`src/rtl/apb_master_if.sv`:
```
// Command/response handshake plus APB bus for apb_master.
// The master modport is the DUT's view; slave is the view of the system around it.
`timescale 1ns/1ps
interface apb_master_if #(
  parameter int ADDR_W = 32,
  parameter int DATA_W = 32
);
  logic              cmd_valid;
  logic              cmd_ready;
  logic              cmd_write;
  logic [ADDR_W-1:0] cmd_addr;
  logic [DATA_W-1:0] cmd_wdata;

  logic              rsp_valid;
  logic [DATA_W-1:0] rsp_rdata;
  logic              rsp_slverr;
  logic              rsp_timeout;

  logic              psel;
  logic              penable;
  logic              pwrite;
  logic [ADDR_W-1:0] paddr;
  logic [DATA_W-1:0] pwdata;
  logic [DATA_W-1:0] prdata;
  logic              pready;
  logic              pslverr;

  modport master (
    input  cmd_valid, cmd_write, cmd_addr, cmd_wdata,
    output cmd_ready,
    output rsp_valid, rsp_rdata, rsp_slverr, rsp_timeout,
    output psel, penable, pwrite, paddr, pwdata,
    input  prdata, pready, pslverr
  );

  modport slave (
    output cmd_valid, cmd_write, cmd_addr, cmd_wdata,
    input  cmd_ready,
    input  rsp_valid, rsp_rdata, rsp_slverr, rsp_timeout,
    input  psel, penable, pwrite, paddr, pwdata,
    output prdata, pready, pslverr
  );
endinterface

```
`src/rtl/apb_master.sv`:
```
// Single-outstanding APB master: accepts one command in IDLE, runs SETUP/ACCESS,
// and reports completion with a one-cycle rsp_valid pulse (slave error or timeout).
`timescale 1ns/1ps
module apb_master #(
  parameter int ADDR_W  = 32,
  parameter int DATA_W  = 32,
  parameter int TIMEOUT = 16
) (
  input  logic         pclk,
  input  logic         preset,
  apb_master_if.master bus
);
  typedef enum logic [1:0] {IDLE, SETUP, ACCESS} state_t;

  // ACCESS cycles seen so far with pready low; TIMEOUT is capped at 255.
  localparam logic [7:0] LAST_WAIT = 8'(TIMEOUT - 1);

  state_t     state;
  logic [7:0] wait_cnt;

  always_ff @(posedge pclk or posedge preset) begin
    if (preset) begin
      state           <= IDLE;
      wait_cnt        <= '0;
      bus.cmd_ready   <= 1'b0;
      bus.psel        <= 1'b0;
      bus.penable     <= 1'b0;
      bus.pwrite      <= 1'b0;
      bus.paddr       <= '0;
      bus.pwdata      <= '0;
      bus.rsp_valid   <= 1'b0;
      bus.rsp_rdata   <= '0;
      bus.rsp_slverr  <= 1'b0;
      bus.rsp_timeout <= 1'b0;
    end else begin
      bus.rsp_valid <= 1'b0;
      case (state)
        IDLE: begin
          if (bus.cmd_valid && bus.cmd_ready) begin
            state         <= SETUP;
            wait_cnt      <= '0;
            bus.cmd_ready <= 1'b0;
            bus.psel      <= 1'b1;
            bus.paddr     <= bus.cmd_addr;
            bus.pwrite    <= bus.cmd_write;
            bus.pwdata    <= bus.cmd_write ? bus.cmd_wdata : '0;
          end else begin
            bus.cmd_ready <= 1'b1;
          end
        end
        SETUP: begin
          state       <= ACCESS;
          bus.penable <= 1'b1;
        end
        ACCESS: begin
          if (!bus.pready) wait_cnt <= wait_cnt + 8'd1;
          // pready in the final allowed cycle still completes normally.
          if (bus.pready || wait_cnt == LAST_WAIT) begin
            state           <= IDLE;
            bus.cmd_ready   <= 1'b1;
            bus.psel        <= 1'b0;
            bus.penable     <= 1'b0;
            bus.pwdata      <= '0;
            bus.rsp_valid   <= 1'b1;
            bus.rsp_timeout <= !bus.pready;
            bus.rsp_slverr  <= !bus.pready || bus.pslverr;
            bus.rsp_rdata   <= (bus.pready && !bus.pslverr && !bus.pwrite) ? bus.prdata : '0;
          end
        end
        default: state <= IDLE;
      endcase
    end
  end
endmodule

```
`src/flat_wrapper.sv`:
```
// flat-port wrapper written by rule: the top's interface ports become plain ports
module apb_master_flat 
#(
  parameter int ADDR_W  = 32,
  parameter int DATA_W  = 32,
  parameter int TIMEOUT = 16
)
  (pclk, preset, bus_cmd_valid, bus_cmd_write, bus_cmd_addr, bus_cmd_wdata, bus_cmd_ready, bus_rsp_valid, bus_rsp_rdata, bus_rsp_slverr, bus_rsp_timeout, bus_psel, bus_penable, bus_pwrite, bus_paddr, bus_pwdata, bus_prdata, bus_pready, bus_pslverr);
  apb_master_if #(.ADDR_W(ADDR_W), .DATA_W(DATA_W)) bus_i ();
  input  logic pclk;
  input  logic preset;
  input wire logic [$bits(bus_i.cmd_valid)-1:0] bus_cmd_valid;
  input wire logic [$bits(bus_i.cmd_write)-1:0] bus_cmd_write;
  input wire logic [$bits(bus_i.cmd_addr)-1:0] bus_cmd_addr;
  input wire logic [$bits(bus_i.cmd_wdata)-1:0] bus_cmd_wdata;
  output wire logic [$bits(bus_i.cmd_ready)-1:0] bus_cmd_ready;
  output wire logic [$bits(bus_i.rsp_valid)-1:0] bus_rsp_valid;
  output wire logic [$bits(bus_i.rsp_rdata)-1:0] bus_rsp_rdata;
  output wire logic [$bits(bus_i.rsp_slverr)-1:0] bus_rsp_slverr;
  output wire logic [$bits(bus_i.rsp_timeout)-1:0] bus_rsp_timeout;
  output wire logic [$bits(bus_i.psel)-1:0] bus_psel;
  output wire logic [$bits(bus_i.penable)-1:0] bus_penable;
  output wire logic [$bits(bus_i.pwrite)-1:0] bus_pwrite;
  output wire logic [$bits(bus_i.paddr)-1:0] bus_paddr;
  output wire logic [$bits(bus_i.pwdata)-1:0] bus_pwdata;
  input wire logic [$bits(bus_i.prdata)-1:0] bus_prdata;
  input wire logic [$bits(bus_i.pready)-1:0] bus_pready;
  input wire logic [$bits(bus_i.pslverr)-1:0] bus_pslverr;
  assign bus_i.cmd_valid = bus_cmd_valid;
  assign bus_i.cmd_write = bus_cmd_write;
  assign bus_i.cmd_addr = bus_cmd_addr;
  assign bus_i.cmd_wdata = bus_cmd_wdata;
  assign bus_cmd_ready = bus_i.cmd_ready;
  assign bus_rsp_valid = bus_i.rsp_valid;
  assign bus_rsp_rdata = bus_i.rsp_rdata;
  assign bus_rsp_slverr = bus_i.rsp_slverr;
  assign bus_rsp_timeout = bus_i.rsp_timeout;
  assign bus_psel = bus_i.psel;
  assign bus_penable = bus_i.penable;
  assign bus_pwrite = bus_i.pwrite;
  assign bus_paddr = bus_i.paddr;
  assign bus_pwdata = bus_i.pwdata;
  assign bus_i.prdata = bus_prdata;
  assign bus_i.pready = bus_pready;
  assign bus_i.pslverr = bus_pslverr;
  apb_master #(.ADDR_W(ADDR_W), .DATA_W(DATA_W), .TIMEOUT(TIMEOUT)) u_core (.pclk(pclk), .preset(preset), .bus(bus_i));
endmodule
```
`config.mk`:
```
export PLATFORM = sky130hd
export DESIGN_NAME = apb_master_flat
export DESIGN_NICKNAME = d
export VERILOG_FILES = /design/src/rtl/apb_master_if.sv /design/src/rtl/apb_master.sv /design/src/flat_wrapper.sv
export SDC_FILE = /design/constraint.sdc
export NUM_CORES = 1
export LEC_CHECK = 0
export ABC_AREA = 1
export BUFFER_PORTS_ARGS = -buffer_cell sky130_fd_sc_hd__buf_4
export CAP_MARGIN = 20
export CORE_ASPECT_RATIO = 1.5
export CORE_UTILIZATION = 43
export CTS_CLUSTER_DIAMETER = 150
export DETAILED_ROUTE_END_ITERATION = 12
export PLACE_DENSITY = 0.76
export SETUP_SLACK_MARGIN = 0.5
export SLEW_MARGIN = 30
export SYNTH_ARGS = -nofsm -noshare
export SYNTH_HDL_FRONTEND = slang
export SYNTH_SLANG_ARGS = --single-unit
```
`constraint.sdc`:
```
create_clock -name pclk -period 3.45 [get_ports pclk]
set_input_delay 0.5175 -clock pclk [delete_from_list [all_inputs] [get_ports pclk]]
set_output_delay 0.5175 -clock pclk [all_outputs]
set_load 0.01 [all_outputs]
```
==> flow_summary.toml <==
[worst_setup_path]
slowest_delay_ns = 0.38
startpoint_type = "flop"
crit_path_max_fanout = 37
cp.required_ns = 3.72
worstSetupPathType = "flop to flop"
crit_path_frequent_cell = "nand2_1"
path_buf_inv = 2
end_kind = "flop"
rrSetupSlack_ns = 1.43
cp_slowest_cell = "dfrtp_1"
cp_top_family = "buffers and inverters"
worstPathCellList = "ha_1 -> nand3_2 -> o21ai_4 -> buf_4 -> nand2_1 -> buf_4 -> nand2_1 -> nand2_1"
cp.arrival_ns = 2.29

[placement]
dp_cells = 914
gp_congestion = 0.773
dpl_cell_area_sq_um = 6410
pre_cts_ws_ns = 1.11
portBuffers = 204
dp_hpwl_um = 8780

[clock_tree]
cts_buffers = 17
htree_levels = 4
cts-resized-gates = 0
cts_max_path_buffers = 2
cts-root-buf = "clkbuf_16"
cts_tree = "yes"
postCtsSetupBuffers = 0
cts_num_sinks = 113
path_clk_slew_ns = 0.05
postCtsHoldBufs = 0
clock_latency_ns = 0.40

[sta]
fin_worst_skew_ns = 0.00645
fmax_mhz = 496
final-hold-violation-count = 0
worstMarginPinSlew_ns = 0.724
setup_tns_ns = 0
rsz0062_at_grt = "no"
maxSlewViolCount = 0
setup_viol = 0
finalWorstSetupSlack_ns = 1.43
period_share_pct = 58.5
slew_headroom_pct = 51.6
period_needed_ns = 2.02

[grt]
gr-max-usage-layer = "met2"
grt_max_degree = 47
antenna_found_initial = 0
grt_util_met3_pct = 8.54
grt_pass1_wl_um = 20000
grt_use_met2_pct = 39.0
grt_util_all_layers_pct = 22.8
overflow = 0
use_met1_pct = 25.6
first_global_vias = 4382

[routing]
first_iter_violations = 153
viasPerCell = 4.71
postRouteAntennaNets = 0
drt-total-wl_um = 12300
drc_errors = 0
first_pass_iters = 7
avgRoutedWirePerCell_um = 13.0
vias = 4456

[yosys]
synth_area_sq_um = 4730
yosys_warnings = 0
avgSynthCellArea_sq_um = 8.07
syn_inst = 586
syn_nets = 689
synth.ff_latch_count = 113
synth_seq_area_share_pct = 59.8
yosysUniqueCellTypes = 18

[cells_and_area]
final_common_cell = "nand2_1"
antenna_cells = 0
final_cells = 946
final_cell_mix = "nand2_1, buf_4, dfrtp_1, inv_1, nor2_1"
final_nets = 892
drive_gt1_share_pct = 30.9
area_delta_synth_final_pct = 48.2
final_cell_area_sq_um = 7010

[job]
cap_violations = 0

[floorplanning]
die_y_um = 130
num_io_pins = 205
start_util_pct = 44.4
dieArea_sq_um = 11400
num_rows = 46
die-width_um = 87.6
core-area_sq_um = 10600

[power_and_ir_drop]
irDropWorstVdd_v = 0.000451
p_leak_nw = 4.13
power_density_nw_per_um2 = 867
fin_total_pwr_mw = 6.08

[min_path]
hold_class = "input port to async pin"

[outcome]
outcome = "finished, final reports clean"
## flip-flops by register name, indices dropped and copies added, names as in the netlist
name / cells
u_core.bus.paddr: 32
u_core.bus.penable: 1
u_core.bus.pwdata: 32
u_core.state: 2
u_core.bus.rsp_slverr: 1
u_core.bus.pwrite: 1
u_core.wait_cnt: 8
u_core.bus.rsp_timeout: 1
u_core.bus.rsp_rdata: 32
u_core.bus.cmd_ready: 1
u_core.bus.psel: 1
u_core.bus.rsp_valid: 1
## layout make-up
cell class / count / area (sq um)
Clock buffer: 22 / 464
Tap cell: 144 / 180
Fill cell: 877 / 3640
Inverter: 48 / 184
Timing Repair Buffer: 211 / 1610
Clock inverter: 10 / 134
Multi-Input combinational cell: 398 / 1610
Sequential cell: 113 / 2830
## metal layers
metal  routed length [um]  vias up
met5                    0        -
met3                 1120       17
li1                     -     2166
met1                 4770     2078
met4                  195        0
met2                 6220      195
## through the flow
stage / util (%) / hold WS, ns
finish: 65.8 / 0.167
global route: 65.8 / 0.187
CTS: 65.8 / 0.170
detailed placement: 60.2 / 0.459
global placement: 59.9 / 0.455
floorplan: - / 0.494
## Yosys cell counts
cell      count  area share [%]
dfrtp_1     113              60
inv_1        47             3.7
buf_2        11             1.2
clkinv_1      1           0.079
nand4_1       2            0.26
o21bai_1      1            0.16
ha_1          1            0.26
nand3_1      41             4.3
clkbuf_1     12            0.95
buf_1         2            0.16
nand2_1     297              24
nor2_1       46             3.7
o21ai_1       1            0.11
o21ai_4       1            0.34
buf_6         2            0.48
a21oi_1       4            0.42
o21ai_0       3            0.32
nand3_2       1            0.21
## report_power, final
part | leakage [nW] | switching (mW) | total [mW] | internal, mW
clock network | 0.290 | 0.581 | 1.75 | 1.17
logic | 2.36 | 1.19 | 2.16 | 0.963
registers | 1.48 | 0.313 | 2.17 | 1.86
total | 4.13 | 2.09 | 6.08 | 3.99
## worst register-to-register path: stages (launching register included)
cell,delay (ns)
dfrtp_1,0.38
ha_1,0.27
nand3_2,0.15
o21ai_4,0.16
buf_4,0.35
nand2_1,0.12
buf_4,0.28
nand2_1,0.13
nand2_1,0.06
## logic make-up after synthesis
group	synth area share, %
fa+ha+maj	0.265
buf+inv	6.56
flops	59.8
compound gates	1.35
simple gates	32.0
## worst paths after layout
check	depth (start not counted)	startpoint	end
worst max-delay path	8	u_core.wait_cnt[1]	u_core.bus.psel
min in group pclk	3	bus_cmd_addr[31]	u_core.bus.paddr[31]
worst min register to register	2	u_core.bus.rsp_rdata[16]	u_core.bus.rsp_rdata[16]
max in group asynchronous	3	preset	u_core.bus.pwdata[19]
worst min-delay path	2	preset	u_core.bus.rsp_rdata[24]
worst max register to register	8	u_core.wait_cnt[1]	u_core.bus.psel
(Power assumes the default switching activity.)
